$ cat config.mk
export PLATFORM = sky130hd
export DESIGN_NAME = multicycle_control
export DESIGN_NICKNAME = d
export VERILOG_FILES = /design/src/rtl/multicycle_control.sv
export SDC_FILE = /design/constraint.sdc
export NUM_CORES = 1
export LEC_CHECK = 0
export BUFFER_PORTS_ARGS = -buffer_cell sky130_fd_sc_hd__buf_2
export CAP_MARGIN = 20
export CELL_PAD_IN_SITES_DETAIL_PLACEMENT = 0
export CELL_PAD_IN_SITES_GLOBAL_PLACEMENT = 1
export CORE_AREA = 4 4 68 70
export DETAILED_ROUTE_END_ITERATION = 8
export DIE_AREA = 0 0 72 74
export GPL_ROUTABILITY_DRIVEN = 0
export GPL_TIMING_DRIVEN = 0
export PLACE_DENSITY_LB_ADDON = 0.1
export SYNTH_ARGS = -nofsm -noshare
export SYNTH_HDL_FRONTEND = slang
export SYNTH_SLANG_ARGS = --single-unit
$ cat constraint.sdc
create_clock -name clock -period 6.3 [get_ports clock]
set_input_delay 1.26 -clock clock [delete_from_list [all_inputs] [get_ports clock]]
set_output_delay 1.26 -clock clock [all_outputs]
set_load 0.05 [all_outputs]
$ cat src/rtl/multicycle_control.sv
// ============================================================================
// Module   : multicycle_control
// Brief    : Multi-cycle MIPS-subset control FSM driving the DataPath enables,
//            mux selects and a retired-instruction counter.
// Revision : 1.0 - initial release
// ============================================================================
`default_nettype none

module multicycle_control #(
    parameter int RETIRE_W = 16
) (
    input  logic                clock,
    input  logic                reset,
    input  logic [5:0]          opcode,
    input  logic [5:0]          funct,
    input  logic                zero,
    input  logic                memReady,
    output logic                memReadEnable,
    output logic                memWriteEnable,
    output logic                iOrD,
    output logic                irWriteEnable,
    output logic                pcWriteEnable,
    output logic                regWriteEnable,
    output logic                regDst,
    output logic                memToReg,
    output logic                aluSrcA,
    output logic [1:0]          aluSrcB,
    output logic [2:0]          aluControl,
    output logic [1:0]          pcSrc,
    output logic [3:0]          state,
    output logic                halted,
    output logic [RETIRE_W-1:0] retired
);

    localparam logic [3:0] c_FETCH    = 4'd0;
    localparam logic [3:0] c_DECODE   = 4'd1;
    localparam logic [3:0] c_MEMADR   = 4'd2;
    localparam logic [3:0] c_MEMREAD  = 4'd3;
    localparam logic [3:0] c_MEMWB    = 4'd4;
    localparam logic [3:0] c_MEMWRITE = 4'd5;
    localparam logic [3:0] c_EXECUTE  = 4'd6;
    localparam logic [3:0] c_ALUWB    = 4'd7;
    localparam logic [3:0] c_BRANCH   = 4'd8;
    localparam logic [3:0] c_ADDIEX   = 4'd9;
    localparam logic [3:0] c_ADDIWB   = 4'd10;
    localparam logic [3:0] c_JUMP     = 4'd11;
    localparam logic [3:0] c_HALT     = 4'd15;

    localparam logic [5:0] c_OP_RTYPE = 6'b000000;
    localparam logic [5:0] c_OP_LW    = 6'b100011;
    localparam logic [5:0] c_OP_SW    = 6'b101011;
    localparam logic [5:0] c_OP_BEQ   = 6'b000100;
    localparam logic [5:0] c_OP_ADDI  = 6'b001000;
    localparam logic [5:0] c_OP_J     = 6'b000010;

    localparam logic [2:0] c_ALU_ADD = 3'b010;
    localparam logic [2:0] c_ALU_SUB = 3'b110;
    localparam logic [2:0] c_ALU_AND = 3'b000;
    localparam logic [2:0] c_ALU_OR  = 3'b001;
    localparam logic [2:0] c_ALU_SLT = 3'b111;

    localparam logic [RETIRE_W-1:0] c_ONE = {{(RETIRE_W-1){1'b0}}, 1'b1};

    logic [3:0]          r_state;
    logic [3:0]          w_next;
    logic [RETIRE_W-1:0] r_retired;
    logic                w_retire;

    always_ff @(posedge clock) begin
        if (reset) begin
            r_state   <= c_FETCH;
            r_retired <= '0;
        end else begin
            r_state <= w_next;
            if (w_retire) begin
                r_retired <= r_retired + c_ONE;
            end
        end
    end

    always_comb begin
        w_next         = r_state;
        w_retire       = 1'b0;
        memReadEnable  = 1'b0;
        memWriteEnable = 1'b0;
        iOrD           = 1'b0;
        irWriteEnable  = 1'b0;
        pcWriteEnable  = 1'b0;
        regWriteEnable = 1'b0;
        regDst         = 1'b0;
        memToReg       = 1'b0;
        aluSrcA        = 1'b0;
        aluSrcB        = 2'b00;
        aluControl     = 3'b000;
        pcSrc          = 2'b00;
        halted         = 1'b0;

        case (r_state)
            c_FETCH: begin
                memReadEnable = 1'b1;
                aluSrcB       = 2'b01;
                aluControl    = c_ALU_ADD;
                // IR and PC load only when the fetch read actually completes
                if (memReady) begin
                    irWriteEnable = 1'b1;
                    pcWriteEnable = 1'b1;
                    w_next        = c_DECODE;
                end
            end
            c_DECODE: begin
                aluSrcB    = 2'b11;
                aluControl = c_ALU_ADD;
                case (opcode)
                    c_OP_LW, c_OP_SW: w_next = c_MEMADR;
                    c_OP_RTYPE:       w_next = c_EXECUTE;
                    c_OP_BEQ:         w_next = c_BRANCH;
                    c_OP_ADDI:        w_next = c_ADDIEX;
                    c_OP_J:           w_next = c_JUMP;
                    default:          w_next = c_HALT;
                endcase
            end
            c_MEMADR: begin
                aluSrcA    = 1'b1;
                aluSrcB    = 2'b10;
                aluControl = c_ALU_ADD;
                w_next     = (opcode == c_OP_SW) ? c_MEMWRITE : c_MEMREAD;
            end
            c_MEMREAD: begin
                memReadEnable = 1'b1;
                iOrD          = 1'b1;
                if (memReady) begin
                    w_next = c_MEMWB;
                end
            end
            c_MEMWB: begin
                regWriteEnable = 1'b1;
                memToReg       = 1'b1;
                w_next         = c_FETCH;
                w_retire       = 1'b1;
            end
            c_MEMWRITE: begin
                memWriteEnable = 1'b1;
                iOrD           = 1'b1;
                if (memReady) begin
                    w_next   = c_FETCH;
                    w_retire = 1'b1;
                end
            end
            c_EXECUTE: begin
                aluSrcA = 1'b1;
                w_next  = c_ALUWB;
                case (funct)
                    6'b100000: aluControl = c_ALU_ADD;
                    6'b100010: aluControl = c_ALU_SUB;
                    6'b100100: aluControl = c_ALU_AND;
                    6'b100101: aluControl = c_ALU_OR;
                    6'b101010: aluControl = c_ALU_SLT;
                    default:   w_next     = c_HALT;
                endcase
            end
            c_ALUWB: begin
                regWriteEnable = 1'b1;
                regDst         = 1'b1;
                w_next         = c_FETCH;
                w_retire       = 1'b1;
            end
            c_BRANCH: begin
                aluSrcA       = 1'b1;
                aluControl    = c_ALU_SUB;
                pcSrc         = 2'b01;
                pcWriteEnable = zero;
                w_next        = c_FETCH;
                w_retire      = 1'b1;
            end
            c_ADDIEX: begin
                aluSrcA    = 1'b1;
                aluSrcB    = 2'b10;
                aluControl = c_ALU_ADD;
                w_next     = c_ADDIWB;
            end
            c_ADDIWB: begin
                regWriteEnable = 1'b1;
                w_next         = c_FETCH;
                w_retire       = 1'b1;
            end
            c_JUMP: begin
                pcSrc         = 2'b10;
                pcWriteEnable = 1'b1;
                w_next        = c_FETCH;
                w_retire      = 1'b1;
            end
            c_HALT: begin
                halted = 1'b1;
                w_next = c_HALT;
            end
            default: begin
                w_next = c_HALT;
            end
        endcase
    end

    assign state   = r_state;
    assign retired = r_retired;

endmodule

`default_nettype wire

==> run metrics <==
status complete, no violations; Setup WS pre-CTS roughly 2.4 ns; Post-Syn Instances approximately 190; CTS Sinks 20; routed via count around 1.6k; row count 23; clock root cell clkbuf_8; Die X between 70 and 80 um; EDFF count, synth 0; # diodes 0; CP endpoint kind output pin; Area contributors post-synth dfxtp_1 (29%), nor2_1 (5.7%), xor2_1 (5.0%); DPL Wire Length ~3.1 mm; dpl cell area 1712 sq um; total track usage 0.1584; slew margin rel. 0.5281; vias in the first global route 1,487; RSZ-0062 raised after global routing false; worst endpoint required time approximately 5.0 ns; drt wl/cell about 14 um; area leader, netlist dfxtp_1; Final ANT Viol Nets 0; area of the multi-input gates between 900 and 1000 sq um; CTS tree done; Pwr Total roughly 790 uW; clock skew ~0.0033 ns; DRC 0; worst slew pin tran roughly 0.70 ns; synth-to-layout area growth 27.21%; Finish-stage setup viols 0; Tcrit/Tclk final 0.6246; clock buffer depth 2; PortBufs between 50 and 60; #FFs+latches synth 20; min-delay src retired[15]; antenna violations before repair 0; ratio of cells with drive above 1 in the final layout 0.2459; max-cap violations 0; Critical Path Start Type primary input; core area about 4000 sq um; CTS resizes 0; CTS Buf Count 3; max-slew violations 0; Initial DRT Pass Iterations 4; Routed met3 length about 210 um; Syn Nets 205; M1 wire length between 1.5 and 2 mm; WP data arrival approximately 2.7 ns; Synth Area per Inst 7.387 sq um; fraction of registers with async set/reset 0; post-route setup slack between 2 and 2.5 ns; global route overflow 0; RR Startpoint state[3]; Met2 Wirelength 1.948 mm; Simple-Gate Fraction of Synth Area 0.3207; Seq/Total Area, Yosys 0.2883; # hold bufs at CTS 0; final net count about 260; post-layout min period between 3 and 4 ns; Final Cell Area between 1500 and 2000 sq um; Syn Std Cell Area around 1400 sq um; pin count of the biggest net entering global routing 12; top_reg_cell synth dfxtp_1; First DRT Iteration DRCs 70; peak supply drop 274.9 uV; Die Ht roughly 74 um; initial cell density of the core 0.3497; die area 5328 sq um; mux contribution to synthesized area 0.007207; PD cells 446.3 nW/um^2; Yosys top cell area share 0.2883; vias per std cell approximately 5.3; f_max between 200 and 300 MHz; CTS H-Tree Depth 1; Hold Crit Class register to register; Setup crit start funct[4]; Leak ~0.00075 uW; register area ~400 sq um; worst hold slack approximately 0.48 ns; Netlist cell types 45; Post-Synth XOR/XNOR Area 0.08198; largest family of logic cells by synthesized area simple AND/OR/NAND/NOR gates; Post-CTS Setup Inserts 0; clk_lat worst skew 0.26 ns; worst-path maximum fanout 2; yosys warns 0; filler instances 437; clk slew on worst S/H paths approximately 0.070 ns; Fin. Hold Viols 0; synthesized-area fraction occupied by adder cells 0.009009; Setup Crit Path Kind primary input to output pin; first-pass GRT wire length slightly below 7 mm; I/O Pins 53; Synth Area in Compound Gates 0.2486; drt total wl a little over 4 mm; setup_tns 0 ns; top layer in use met4
## per-layer routing
metal / up-vias / global-route usage
met4: 0 / 0.05637
li1: 810 / -
met2: 42 / 0.2704
met5: - / 0
met3: 2 / 0.01757
met1: 709 / 0.2077
## cell usage after synthesis, types with 2 or more instances
cell type,number
a221oi_1,2
dfxtp_1,20
nor2b_1,4
nand2_1,16
a21o_1,3
a211oi_1,4
or4_1,5
inv_1,4
nand2b_1,7
xnor2_1,5
a21oi_1,13
nor2_1,21
nand3_1,6
and4_1,2
o21ai_0,9
a31oi_1,2
or3_1,3
o2111ai_1,3
o211ai_1,2
o31ai_1,5
nor3b_1,2
nand4_1,2
and3_1,2
clkbuf_1,9
nor3_1,10
xor2_1,8
## area by class of cell
type	instances	area share
sequential	20	0.2266
clock buffer	4	0.03116
timing repair buffer	52	0.1473
tap	50	0.03541
buffer	11	0.02408
multi-input combinational	152	0.5248
inverter	5	0.01062
## registers in the layout (all words and copies together), names as in the netlist
| name | flops |
|---|---|
| retired | 16 |
| state | 4 |
## per-stage QoR
step | util | instances
after floorplan | - | 188
after global placement | 0.4310 | 290
after detailed placement | 0.4310 | 290
after CTS | 0.4449 | 294
after global routing | 0.4449 | 294
final | 0.4449 | 294
## cell usage in the layout (no fill, tap or decap), types with 2 or more instances in the layout
cell / count
a211oi_1: 4
a21o_1: 3
a21oi_1: 13
a221oi_1: 2
a31oi_1: 2
and3_1: 2
and4_1: 2
buf_2: 53
clkbuf_1: 9
clkbuf_8: 4
dfxtp_1: 20
inv_1: 4
nand2_1: 16
nand2b_1: 7
nand3_1: 6
nand4_1: 2
nor2_1: 21
nor2b_1: 4
nor3_1: 10
nor3b_1: 2
o2111ai_1: 3
o211ai_1: 2
o21ai_0: 9
o31ai_1: 5
or3_1: 3
or4_1: 5
xnor2_1: 5
xor2_1: 8
## power by group
part	switching (uW)	leakage, uW	total [uW]	internal (uW)
sequential	24.7	0.000162	166	141
combinational	393	0.000555	524	131
clock	43.7	0.0000288	99.3	55.6
## final timing paths
| path | endpoint | slack [ns] | cells past startpoint |
|---|---|---|---|
| worst max-delay path | aluControl[1] | 2.36 | 5 |
| worst min-delay path | retired[15] | 0.48 | 2 |
| worst max register to register | retired[14] | 4.10 | 5 |
| worst min register to register | retired[15] | 0.48 | 2 |
## worst max-delay path: stages
cell       delay [ns]
buf_2            0.10
or4b_2           0.68
nor3_1           0.21
o2bb2ai_1        0.14
buf_2            0.28
## logic make-up (layout without fill, tap and decap cells)
kind of cell | Yosys count | count (layout)
compound gates | 52 | 52
xor+xnor | 13 | 13
fa+ha+maj | 1 | 1
buf+inv | 16 | 72
flops | 20 | 20
mux | 1 | 1
simple gates | 85 | 85
Power figures use the tool's default switching activity.
